### config.mk
export PLATFORM = sky130hd
export DESIGN_NAME = ram_block_mover_flat
export DESIGN_NICKNAME = d
export VERILOG_FILES = /design/src/rtl/ram_block_mover_if.sv /design/src/rtl/ram_block_mover.sv /design/src/flat_wrapper.sv
export SDC_FILE = /design/constraint.sdc
export NUM_CORES = 1
export LEC_CHECK = 0
export CAP_MARGIN = 25
export CORE_ASPECT_RATIO = 1.75
export CORE_MARGIN = 4
export CORE_UTILIZATION = 30
export CTS_CLUSTER_SIZE = 16
export DETAILED_ROUTE_END_ITERATION = 8
export PLACE_DENSITY = 0.48
export SLEW_MARGIN = 20
export SYNTH_ARGS = -nofsm -noshare
export SYNTH_HDL_FRONTEND = slang
export SYNTH_SLANG_ARGS = --single-unit
### constraint.sdc
create_clock -name i_clk -period 5.25 [get_ports i_clk]
set_input_delay 1.575 -clock i_clk [delete_from_list [all_inputs] [get_ports i_clk]]
set_output_delay 1.575 -clock i_clk [all_outputs]
set_load 0.02 [all_outputs]
### src/rtl/ram_block_mover_if.sv
// Bus bundle for ram_block_mover: control handshake plus the single-port RAM initiator signals.
// RAM_MOVER_FILL_EN adds the fill and fillValue signals for the constant-fill mode.
interface ram_block_mover_if #(
   parameter int ADDR_WIDTH = 16,
   parameter int DATA_WIDTH = 16
);
   logic                  start;
   logic                  abort;
   logic [ADDR_WIDTH-1:0] src;
   logic [ADDR_WIDTH-1:0] dst;
   logic [ADDR_WIDTH-1:0] len;
   logic                  busy;
   logic                  done;
   logic [ADDR_WIDTH-1:0] count;
   logic                  memLoad;
   logic [ADDR_WIDTH-1:0] memAddress;
   logic [DATA_WIDTH-1:0] memDataIn;
   logic [DATA_WIDTH-1:0] memDataOut;
`ifdef RAM_MOVER_FILL_EN
   logic                  fill;
   logic [DATA_WIDTH-1:0] fillValue;

   modport master (
      output start, abort, src, dst, len, fill, fillValue, memDataOut,
      input  busy, done, count, memLoad, memAddress, memDataIn
   );

   modport slave (
      input  start, abort, src, dst, len, fill, fillValue, memDataOut,
      output busy, done, count, memLoad, memAddress, memDataIn
   );
`else
   modport master (
      output start, abort, src, dst, len, memDataOut,
      input  busy, done, count, memLoad, memAddress, memDataIn
   );

   modport slave (
      input  start, abort, src, dst, len, memDataOut,
      output busy, done, count, memLoad, memAddress, memDataIn
   );
`endif
endinterface

### src/rtl/ram_block_mover.sv
// Memmove-safe block copier acting as a RAM bus initiator (2 cycles per word).
// Optional macro RAM_MOVER_FILL_EN adds a constant-fill mode (1 cycle per word).
module ram_block_mover #(
   parameter int ADDR_WIDTH = 16,
   parameter int DATA_WIDTH = 16
) (
   input logic               i_clk,
   input logic               i_rst,
   ram_block_mover_if.slave  bus
);

`ifdef RAM_MOVER_FILL_EN
   typedef enum logic [2:0] {ST_IDLE, ST_READ, ST_WRITE, ST_FINISH, ST_FILL} state_t;
`else
   typedef enum logic [1:0] {ST_IDLE, ST_READ, ST_WRITE, ST_FINISH} state_t;
`endif

   state_t                r_state;
   state_t                w_nextState;
   logic [ADDR_WIDTH-1:0] r_srcPtr;
   logic [ADDR_WIDTH-1:0] r_dstPtr;
   logic [ADDR_WIDTH-1:0] r_len;
   logic [ADDR_WIDTH-1:0] r_count;
   logic [DATA_WIDTH-1:0] r_buf;
   logic                  r_backward;
`ifdef RAM_MOVER_FILL_EN
   logic [DATA_WIDTH-1:0] r_fillValue;
`endif

   logic [ADDR_WIDTH-1:0] w_diff;
   logic [ADDR_WIDTH-1:0] w_lenMinus1;
   logic [ADDR_WIDTH-1:0] w_countInc;
   logic                  w_backward;
   logic                  w_goBack;
   logic                  w_lastWord;
   logic                  w_busy;
   logic                  w_done;
   logic                  w_memLoad;
   logic [ADDR_WIDTH-1:0] w_memAddress;
   logic [DATA_WIDTH-1:0] w_memDataIn;

   // Copy backward only when the destination starts inside the source window (modular distance).
   assign w_diff      = bus.dst - bus.src;
   assign w_lenMinus1 = bus.len - ADDR_WIDTH'(1);
   assign w_backward  = (bus.dst != bus.src) && (w_diff < bus.len);
`ifdef RAM_MOVER_FILL_EN
   assign w_goBack    = w_backward && !bus.fill;
`else
   assign w_goBack    = w_backward;
`endif
   assign w_countInc  = r_count + ADDR_WIDTH'(1);
   assign w_lastWord  = (w_countInc == r_len);

   always_ff @(posedge i_clk or posedge i_rst) begin
      if (i_rst) begin
         r_state <= ST_IDLE;
      end else begin
         r_state <= w_nextState;
      end
   end

   always_comb begin
      w_nextState = r_state;
      case (r_state)
         ST_IDLE: begin
            if (bus.start) begin
               if (bus.len == '0) begin
                  w_nextState = ST_FINISH;
`ifdef RAM_MOVER_FILL_EN
               end else if (bus.fill) begin
                  w_nextState = ST_FILL;
`endif
               end else begin
                  w_nextState = ST_READ;
               end
            end
         end
         ST_READ:   w_nextState = bus.abort ? ST_FINISH : ST_WRITE;
         ST_WRITE:  w_nextState = (bus.abort || w_lastWord) ? ST_FINISH : ST_READ;
`ifdef RAM_MOVER_FILL_EN
         ST_FILL:   w_nextState = (bus.abort || w_lastWord) ? ST_FINISH : ST_FILL;
`endif
         ST_FINISH: w_nextState = ST_IDLE;
         default:   w_nextState = ST_IDLE;
      endcase
   end

   always_comb begin
      w_busy       = 1'b0;
      w_done       = 1'b0;
      w_memLoad    = 1'b0;
      w_memAddress = '0;
      w_memDataIn  = '0;
      case (r_state)
         ST_READ: begin
            w_busy       = 1'b1;
            w_memAddress = r_srcPtr;
         end
         ST_WRITE: begin
            w_busy       = 1'b1;
            w_memLoad    = 1'b1;
            w_memAddress = r_dstPtr;
            w_memDataIn  = r_buf;
         end
`ifdef RAM_MOVER_FILL_EN
         ST_FILL: begin
            w_busy       = 1'b1;
            w_memLoad    = 1'b1;
            w_memAddress = r_dstPtr;
            w_memDataIn  = r_fillValue;
         end
`endif
         ST_FINISH: w_done = 1'b1;
         default: ;
      endcase
   end

   // Operands are captured only in IDLE, so a START pulse mid-transfer cannot disturb them.
   always_ff @(posedge i_clk or posedge i_rst) begin
      if (i_rst) begin
         r_srcPtr    <= '0;
         r_dstPtr    <= '0;
         r_len       <= '0;
         r_count     <= '0;
         r_buf       <= '0;
         r_backward  <= 1'b0;
`ifdef RAM_MOVER_FILL_EN
         r_fillValue <= '0;
`endif
      end else begin
         case (r_state)
            ST_IDLE: begin
               if (bus.start) begin
                  r_srcPtr    <= w_goBack ? (bus.src + w_lenMinus1) : bus.src;
                  r_dstPtr    <= w_goBack ? (bus.dst + w_lenMinus1) : bus.dst;
                  r_len       <= bus.len;
                  r_count     <= '0;
                  r_backward  <= w_goBack;
`ifdef RAM_MOVER_FILL_EN
                  r_fillValue <= bus.fillValue;
`endif
               end
            end
            ST_READ: r_buf <= bus.memDataOut;
            ST_WRITE: begin
               r_count  <= w_countInc;
               r_srcPtr <= r_backward ? (r_srcPtr - ADDR_WIDTH'(1)) : (r_srcPtr + ADDR_WIDTH'(1));
               r_dstPtr <= r_backward ? (r_dstPtr - ADDR_WIDTH'(1)) : (r_dstPtr + ADDR_WIDTH'(1));
            end
`ifdef RAM_MOVER_FILL_EN
            ST_FILL: begin
               r_count  <= w_countInc;
               r_dstPtr <= r_dstPtr + ADDR_WIDTH'(1);
            end
`endif
            default: ;
         endcase
      end
   end

   assign bus.busy       = w_busy;
   assign bus.done       = w_done;
   assign bus.count      = r_count;
   assign bus.memLoad    = w_memLoad;
   assign bus.memAddress = w_memAddress;
   assign bus.memDataIn  = w_memDataIn;

endmodule

### src/flat_wrapper.sv
// flat-port wrapper written by rule: the top's interface ports become plain ports
module ram_block_mover_flat 
#(
   parameter int ADDR_WIDTH = 16,
   parameter int DATA_WIDTH = 16
)
  (i_clk, i_rst, bus_start, bus_abort, bus_src, bus_dst, bus_len, bus_memDataOut, bus_busy, bus_done, bus_count, bus_memLoad, bus_memAddress, bus_memDataIn);
  ram_block_mover_if #(.ADDR_WIDTH(ADDR_WIDTH), .DATA_WIDTH(DATA_WIDTH)) bus_i ();
  input logic i_clk;
  input logic i_rst;
  input wire logic [$bits(bus_i.start)-1:0] bus_start;
  input wire logic [$bits(bus_i.abort)-1:0] bus_abort;
  input wire logic [$bits(bus_i.src)-1:0] bus_src;
  input wire logic [$bits(bus_i.dst)-1:0] bus_dst;
  input wire logic [$bits(bus_i.len)-1:0] bus_len;
  input wire logic [$bits(bus_i.memDataOut)-1:0] bus_memDataOut;
  output wire logic [$bits(bus_i.busy)-1:0] bus_busy;
  output wire logic [$bits(bus_i.done)-1:0] bus_done;
  output wire logic [$bits(bus_i.count)-1:0] bus_count;
  output wire logic [$bits(bus_i.memLoad)-1:0] bus_memLoad;
  output wire logic [$bits(bus_i.memAddress)-1:0] bus_memAddress;
  output wire logic [$bits(bus_i.memDataIn)-1:0] bus_memDataIn;
  assign bus_i.start = bus_start;
  assign bus_i.abort = bus_abort;
  assign bus_i.src = bus_src;
  assign bus_i.dst = bus_dst;
  assign bus_i.len = bus_len;
  assign bus_i.memDataOut = bus_memDataOut;
  assign bus_busy = bus_i.busy;
  assign bus_done = bus_i.done;
  assign bus_count = bus_i.count;
  assign bus_memLoad = bus_i.memLoad;
  assign bus_memAddress = bus_i.memAddress;
  assign bus_memDataIn = bus_i.memDataIn;
  ram_block_mover #(.ADDR_WIDTH(ADDR_WIDTH), .DATA_WIDTH(DATA_WIDTH)) u_core (.i_clk(i_clk), .i_rst(i_rst), .bus(bus_i));
endmodule
### After elaboration in Yosys (flattened, before gate mapping)

Index checks and enable logic that the tools add are counted.

| word-level totals | value |
|---|---|
| output and inout port bits | 51 |
| memories | 0 |
| bits in latches | 0 |
| input port bits | 68 |
| memory bits (writable) | 0 |
| register bits after elaboration | 83 |
| word-level logic and storage cells | 51 |
| bits in read-only memories | 0 |

| cells by class | value |
|---|---|
| reduce and logical (&&, ||, !) cells | 8 |
| shift-type cells | 0 |
| $mul | 0 |
| muxes and demuxes | 20 |
| equality and inequality tests | 6 |
| div/mod/pow operators | 0 |
| $add $sub $neg | 9 |
| $lt $le $gt $ge | 1 |
| bitwise operators | 0 |

Operators by type and width:

| cell | count |
|---|---|
| $mux 16 | 8 |
| $pmux 16 s2 | 4 |
| $add 16x1->16 const B | 3 |
| $sub 16x1->16 const B | 3 |
| $add 16x16->16 | 2 |
| $eq 16x16->1 | 1 |
| $logic_not 16->1 | 1 |
| $lt 16x16->1 | 1 |
| $ne 16x16->1 | 1 |
| $sub 16x16->16 | 1 |
| $pmux 2 s4 | 1 |
| $mux 2 | 3 |
| $eq 2x2->1 const B | 2 |
| $mux 1 | 4 |
| $reduce_and 2->1 | 2 |
| $eq 2x1->1 const B | 1 |
| $logic_not 2->1 | 1 |
| $ne 2x2->1 const B | 1 |
| $reduce_bool 2->1 | 1 |
| $reduce_or 2->1 | 1 |
| $logic_and 1x1->1 | 1 |
| $logic_or 1x1->1 | 1 |

### Longest topological paths before layout

Gate-level depths: netlist of the first run.

| depth | value |
|---|---|
| depth after elaboration | 6 |
| mapped depth | 23 |
| mapped depth without buffers | 21 |

### Worst setup path before layout of the first run

No wires, ideal clock.

| path | value |
|---|---|
| path type | input port to flip-flop |
| from | input port bus_dst[0] |
| to | register u_core.r_dstPtr[15] |
| stages | 22 |
| buffers on the path | 2 |
| setup time | 0.104 ns |
| required time | 5.146 ns |
| setup slack | -0.181 ns |
| data arrival time | 5.327 ns |
| path through | inv_1 -> ha_1 -> fa_1 -> nor2b_1 -> o21ai_0 -> a21oi_1 -> o31ai_1 -> a21boi_0 -> o211ai_1 -> a21boi_0 -> nor4_1 -> a311o_1 -> ha_1 -> and4_1 -> a21oi_1 -> nand3_1 -> a21oi_1 -> clkbuf_1 -> buf_2 -> nand2_1 -> xor2_1 -> a221oi_1 |

| on the way | value |
|---|---|
| cells in the longest elaborated chain, start to end | 6 |
| elaborated cells on any way between the ends | 8 |
| classes of those cells | 2 x add/sub; 1 x order compare; 1 x eq/ne; 3 x mux; 1 x reduce/logical |

RTL lines:

| what | line | text |
|---|---|---|
| start, declared | flat_wrapper.sv:14 | `input wire logic [$bits(bus_i.dst)-1:0] bus_dst;` |
| $sub 16x16->16 | ram_block_mover.sv:43 | `assign w_diff = bus.dst - bus.src;` |
| $lt 16x16->1 | ram_block_mover.sv:45 | `assign w_backward = (bus.dst != bus.src) && (w_diff < bus.len);` |
| $logic_and 1x1->1 | ram_block_mover.sv:45 |  |
| $mux 16 * | ram_block_mover.sv:135 | `r_dstPtr <= w_goBack ? (bus.dst + w_lenMinus1) : bus.dst;` |
| $mux 16 * | ram_block_mover.sv:133 | `if (bus.start) begin` |
| $pmux 16 s2 * | ram_block_mover.sv:131 | `case (r_state)` |
| end signal, assigned | ram_block_mover.sv:135 |  |
| end signal, assigned | ram_block_mover.sv:148 | `r_dstPtr <= r_backward ? (r_dstPtr - ADDR_WIDTH'(1)) : (r_dstPtr + ADDR_WIDTH'(1));` |
| end, declared | ram_block_mover.sv:21 | `logic [ADDR_WIDTH-1:0] r_dstPtr;` |

Mark *: on every way between the ends. The rest lies on a longest branch, timed or not. The select of a mux whose other input is x is not followed.
A chain may end at the register's enable or synchronous reset.

### Worst setup path in the final report of the first run

| path | value |
|---|---|
| from | input port bus_dst[3] |
| to | register u_core.r_srcPtr[14] |

| on the way | value |
|---|---|
| cells in the longest elaborated chain, start to end | 6 |
| elaborated cells on any way between the ends | 7 |
| classes of those cells | 1 x add/sub; 1 x order compare; 1 x eq/ne; 3 x mux; 1 x reduce/logical |

RTL lines:

| what | line | text |
|---|---|---|
| $sub 16x16->16 | ram_block_mover.sv:43 |  |
| $lt 16x16->1 | ram_block_mover.sv:45 |  |
| $logic_and 1x1->1 * | ram_block_mover.sv:45 |  |
| $mux 16 * | ram_block_mover.sv:134 | `r_srcPtr <= w_goBack ? (bus.src + w_lenMinus1) : bus.src;` |
| $mux 16 * | ram_block_mover.sv:133 |  |
| $pmux 16 s2 * | ram_block_mover.sv:131 |  |
| end signal, assigned | ram_block_mover.sv:134 |  |
| end signal, assigned | ram_block_mover.sv:147 | `r_srcPtr <= r_backward ? (r_srcPtr - ADDR_WIDTH'(1)) : (r_srcPtr + ADDR_WIDTH'(1));` |
| end, declared | ram_block_mover.sv:20 | `logic [ADDR_WIDTH-1:0] r_srcPtr;` |

Marked as above.

==> impl_metrics.yaml, run 1 <==
global_routing:
  overflow: 0
  grt_pass1_vias: 8712
  grt_max_degree: 44
  antenna_found_initial: 0
  grt_pass1_wl_mm: 46.6
  gr-usage-all-layers_pct: 18.9
sta:
  max_freq_mhz: 195
  rsz0062_at_grt: "yes"
  fin_worst_skew_ps: 16.4
  slew_headroom_pct: 40.7
  period_share_pct: 97.6
  drv_slew: 0
  finalSetupViolCount: 0
  final.min_clock_period_ps: 5130
  setup_ws_ps: 124
  worst_pin_slew_ps: 890
  final-hold-violation-count: 0
final_layout:
  area.sequential_um2: 2080
  design_area_um2: 11800
  fin_cells: 1666
  syn_to_final_growth_pct: 36.5
  final_util_pct: 41.4
  diodes: 0
  fillCellCount: 2879
  drive_gt1_share_pct: 19.2
  multiInputGateArea_um2: 6490
  nNetsFinal: 1451
detailed_routing:
  highest_layer: "met4"
  drtIter0Drc: 340
  routed-wl-met3_um: 748
  first_pass_iters: 4
  vias: 8468
  wirelength_mm: 29.9
  ant_nets: 0
  viasPerCell: 5.08
  dr_wl_met2_mm: 15.1
  routedWlPerCell_um: 17.9
  drc: 0
  wl_met1_mm: 12.3
clock_tree:
  cts_tree: "done"
  htreeDepth: 3
  clk_pin_slew_worst_paths_ps: 60
  root_buffer: "clkbuf_16"
  numClockSinks: 83
  clk_path_buf_depth: 2
  holdBufCountCts: 0
  cts_buffers: 9
  clk_latency_ps: 360
worst_setup_path:
  crit_path_max_fanout: 16
  r2r_slack_ps: 1470
  r2r_end: "u_core.r_srcPtr[15]"
  crit_type: "primary input to flip-flop"
  start_kind: "primary input"
  cp.arrival_ps: 5360
  cp_data_required_time_ps: 5490
  cp-end-kind: "flip-flop"
  r2r_start: "u_core.r_backward"
  reg2regPathDepth: 10
job:
  maxCapViolCount: 0
power:
  power.leakage_nw: 5.15
  vdd_drop_max_mv: 0.202
  p_per_area_nw_per_um2: 523
  fin_total_pwr_mw: 6.19
placement:
  io_buffer_count: 118
  place_area_um2: 11100
  hpwl_mm: 24.4
  routabilityCongestion: 0.935
  dp.cells: 1635
  place_ws_ps: -1130
floorplanning:
  pin_count: 119
  chipHeight_um: 233
  start_util_pct: 30.3
  coreArea_um2: 28600
  die-area_um2: 31800
  die_x_um: 137
  row_count: 82
run_status:
  status: "finished, final reports clean"
synth:
  synth-seq-area-share_pct: 23.9
  synth_area_um2: 8670
  synth_edf_count: 0
  syn_area_per_cell_um2: 8.15
  synth_cells: 1064
  synthFlopType: "dfrtp_1"
  synth-async-reset-ratio_pct: 100
  syn_nets: 1232
  synth_cell_types: 68
  yosysWarnings: 0
  ys_ff_latch: 83
min_path:
  whs_path_depth: 1
  hold_start: "u_core.r_buf[8]"
  holdCritPathClass: "flip-flop to flip-flop"
  holdPathEnd: "u_core.r_buf[8]"
==> critical path: stages <==
cell,delay [ps]
dlygate4sd2_1,290
ha_4,260
buf_6,130
o21ai_2,70
a21oi_2,100
o31ai_2,240
a21boi_1,120
o211ai_1,240
a21boi_2,100
buf_4,140
a311o_1,350
ha_1,300
and4_4,240
nand2_4,60
a211oi_4,190
a21oi_4,90
buf_12,160
buf_12,140
and2_4,140
a22o_1,200
a211o_1,220
==> synthesized netlist by cell type (5+ instances only) <==
library cell,n,area (µm²)
mux2i_1,25,250
a21boi_0,5,37.5
nor2_1,70,263
mux2_2,21,236
a31oi_1,9,56.3
o21a_1,10,75.1
nor3_1,29,145
nand2_1,95,357
and2_1,20,125
clkbuf_1,29,109
a21oi_1,78,390
nand3b_1,6,45.0
nand4_1,5,31.3
ha_1,95,1190
or3_1,7,43.8
a22oi_1,17,128
o211ai_1,12,90.1
dfrtp_1,83,2080
and3_1,6,37.5
nor4_1,9,56.3
a21o_1,21,158
o21ai_0,84,420
nor2b_1,30,188
o31ai_1,8,60.1
inv_1,63,236
a211oi_1,12,90.1
xor2_1,28,245
fa_1,5,100
nand2b_1,12,75.1
nand3_1,28,140
buf_2,5,25.0
o21bai_1,5,37.5
xnor2_1,64,561
a221oi_1,5,43.8
==> stage by stage <==
step	setup TNS (ps)	hold WS [ps]
floorplan	0	469
global placement	-29530	481
detailed placement	-32020	487
CTS	-242	503
global route	-546	510
finish	0	497
==> how the worst max path moves through the flow <==
stage                           from                  end  slack (ps)  cells after the start
after global placement    bus_dst[0]  u_core.r_srcPtr[14]       -1030                     22
after floorplan           bus_dst[0]   u_core.r_dstPtr[9]          50                     22
final                     bus_dst[3]  u_core.r_srcPtr[14]         120                     21
after detailed placement  bus_dst[0]  u_core.r_srcPtr[14]       -1130                     22
after global routing      bus_dst[0]  u_core.r_srcPtr[14]         -70                     24
after CTS                 bus_src[0]  u_core.r_srcPtr[14]         -70                     23
==> layout by cell type (no fill, tap or decap), drive strengths merged, types with 18 or more instances in the layout <==
cell and n:
buf 130, clkdlybuf4s50 102, nand2 95, ha 95, o21ai 86, dfrtp 83, a21oi 78, nor2 70
inv 65, xnor2 64, nor2b 31, nor3 29, nand3 29, xor2 28, mux2i 25, mux2 22
a21o 21, and2 20, clkbuf 18
==> flip-flops by register name, indices dropped and copies added (netlist names) <==
| signal | count |
|---|---|
| u_core.bus.count | 16 |
| u_core.r_backward | 1 |
| u_core.r_buf | 16 |
| u_core.r_dstPtr | 16 |
| u_core.r_len | 16 |
| u_core.r_srcPtr | 16 |
| u_core.r_state | 2 |
==> logic make-up (layout without fill, tap and decap cells) <==
| group | count (synthesis) | count (layout) | synth area share [%] |
|---|---|---|---|
| adder cells (fa/ha/maj) | 100 | 100 | 14.9 |
| flip-flops | 83 | 83 | 23.9 |
| AO/OA/AOI/OAI | 303 | 303 | 22.0 |
| buffers and inverters | 104 | 328 | 4.75 |
| multiplexers | 47 | 47 | 5.74 |
| AND/OR/NAND/NOR | 335 | 335 | 19.4 |
| XOR/XNOR | 92 | 92 | 9.29 |
==> per-layer routing <==
metal  track usage [%]  up-vias
met2              33.5      158
met5                 0        -
met4              11.3        0
met3              1.51       55
li1                  -     4270
met1              21.7     3985
==> where the power goes <==
group          leakage (nW)  internal [mW]  total (mW)  switching (mW)
registers              1.01          0.923        1.18           0.260
clock network         0.144          0.373       0.658           0.285
logic                  3.99           1.97        4.35            2.38
total                  5.15           3.27        6.19            2.92
==> layout make-up <==
type	instances	area share [%]
Timing Repair Buffer	248	19.0
Tap cell	378	4.00
Inverter	64	2.06
Multi-Input combinational cell	877	54.8
Sequential cell	83	17.5
Clock buffer	10	1.93
Clock inverter	6	0.581
==> repair_timing <==
action / CTS / global route
gates cloned: 0 / 2
endpoints found under the setup margin: 33 / 33
setup buffers: 9 / 7
resized for setup: 62 / 70
pin swaps: 29 / 32
No activity file was read; power rests on OpenSTA's default activity.
==> run 2: changes to the inputs <==
TNS_END_PERCENT = 30   (was unset)
==> impl_metrics.yaml, run 2 (same netlist as run 1, synthesis figures left out) <==
detailed_routing:
  viasPerCell: 5.09
  first_pass_iters: 4
  wirelength_mm: 29.8
  drtIter0Drc: 337
  vias: 8477
  routedWlPerCell_um: 17.9
  ant_nets: 0
  drc: 0
placement:
  hpwl_mm: 24.4
  routabilityCongestion: 0.935
  place_area_um2: 11100
  io_buffer_count: 118
  dp.cells: 1635
worst_setup_path:
  cp_data_required_time_ps: 5490
  r2r_end: "u_core.r_srcPtr[15]"
  path_cells: "dlygate4sd2_1 -> ha_4 -> buf_6 -> o21ai_2 -> a21oi_2 -> o31ai_2 -> a21boi_1 -> o211ai_1 -> a21boi_2 -> buf_4 -> a311o_1 -> ha_1 -> and4_4 -> nand2_4 -> a211oi_4 -> a21oi_4 -> buf_12 -> buf_12 -> and2_4 -> a22o_1 -> a211o_1"
  start_kind: "primary input"
  cp-end-kind: "flip-flop"
  crit_path_frequent_cell: "buf_12"
  r2r_slack_ps: 1460
  cp.arrival_ps: 5320
  crit_path_max_fanout: 16
  crit_type: "primary input to flip-flop"
  reg2regPathDepth: 10
  r2r_start: "u_core.r_backward"
  cp_slowest_cell: "a311o_1"
  crit_family: "compound AO/OA/AOI/OAI gates"
  critical_path_buf_inv_count: 5
  slowest_delay_ps: 350
clock_tree:
  holdBufCountCts: 0
  numClockSinks: 83
  clk_path_buf_depth: 2
  clk_pin_slew_worst_paths_ps: 60
  cts_tree: "done"
  clk_latency_ps: 360
  htreeDepth: 3
  cts_buffers: 9
  root_buffer: "clkbuf_16"
floorplanning:
  die_x_um: 137
  chipHeight_um: 233
  row_count: 82
  coreArea_um2: 28600
  start_util_pct: 30.3
  die-area_um2: 31800
  pin_count: 119
job:
  maxCapViolCount: 0
final_layout:
  syn_to_final_growth_pct: 36.3
  nNetsFinal: 1451
  area.sequential_um2: 2080
  drive_gt1_share_pct: 19.3
  fin_cells: 1666
  final_common_cell: "buf_4"
  multiInputGateArea_um2: 6490
  design_area_um2: 11800
  fillCellCount: 2877
  layout_common_cells: "120 x buf_4, 101 x clkdlybuf4s50_1, 93 x nand2_1, 87 x ha_1, 83 x dfrtp_1"
  diodes: 0
power:
  power.leakage_nw: 5.16
  vdd_drop_max_mv: 0.204
  fin_total_pwr_mw: 6.17
  p_per_area_nw_per_um2: 522
global_routing:
  antenna_found_initial: 0
  grt_pass1_vias: 8672
  overflow: 0
  grt_max_degree: 44
  grt_pass1_wl_mm: 46.5
  gr-usage-all-layers_pct: 18.8
min_path:
  holdCritPathClass: "flip-flop to flip-flop"
  holdPathEnd: "u_core.r_buf[8]"
  whs_path_depth: 1
  hold_start: "u_core.r_buf[8]"
sta:
  max_freq_mhz: 197
  final-hold-violation-count: 0
  finalSetupViolCount: 0
  period_share_pct: 96.9
  worst_pin_slew_ps: 879
  finalSetupTns_ps: 0
  slew_headroom_pct: 41.4
  drv_slew: 0
  fin_worst_skew_ps: 17.5
  whs_ps: 497
  final.min_clock_period_ps: 5090
run_status:
  status: "finished, final reports clean"
## run 2: changes by cell type in the layout (fill, tap and decap cells not counted), moves of 2 or more
cell | before | now
buf_8 | 3 | 1
dlymetal6s2s_1 | 5 | 7
clkbuf_2 | 6 | 8
o21ai_0 | 67 | 70
o21ai_1 | 12 | 9
## run 2: metal layers
metal	GRT usage [%]	vias up	routed length [µm]
li1	-	4272	-
met1	21.7	3985	12200
met2	33.5	165	15100
met3	1.51	55	831
met4	11.2	0	1710
met5	0	-	0
## run 2: worst max-delay path by stage
stage                     startpoint             endpoint  cells after the start
after floorplan           bus_dst[0]   u_core.r_dstPtr[9]                     22
after global placement    bus_dst[0]  u_core.r_srcPtr[14]                     22
after detailed placement  bus_dst[0]  u_core.r_srcPtr[14]                     22
after CTS                 bus_src[3]  u_core.r_srcPtr[14]                     23
after global routing      bus_src[0]  u_core.r_srcPtr[14]                     23
final                     bus_dst[3]  u_core.r_srcPtr[14]                     21
## run 2: per-stage QoR
step / setup slack (ps) / util (%)
final: 165 / 41.3
after global routing: -19.3 / 41.3
after CTS: -126 / 40.4
after detailed placement: -1130 / 38.6
after global placement: -1030 / 38.6
after floorplan: 45.9 / -
## run 2: area by class of cell
class / instances / share of cell area (%)
Clock buffer: 10 / 1.94
Tap cell: 378 / 4.00
Timing Repair Buffer: 248 / 18.9
Multi-Input combinational cell: 877 / 54.9
Clock inverter: 6 / 0.582
Inverter: 64 / 2.04
Sequential cell: 83 / 17.6
## run 2: what timing repair did
action                                  CTS  global route
pin swaps                                27            30
endpoints found under the setup margin   33            33
setup buffers                             9             7
gates resized for setup                  53            72
cloned                                    0             2
## run 2: worst reg2reg max path, delay by kind of cell (launching register included)
| family | cells | cell delay, ps |
|---|---|---|
| mux | 1 | 370 |
| xor+xnor | 1 | 230 |
| compound gates | 5 | 1140 |
| fa+ha+maj | 1 | 330 |
| simple gates | 1 | 600 |
| flops | 1 | 590 |
| buf+inv | 1 | 390 |
## run 2: report_power, final
part | internal (mW) | switching [mW]
combinational | 1.96 | 2.37
clock | 0.373 | 0.288
sequential | 0.923 | 0.258
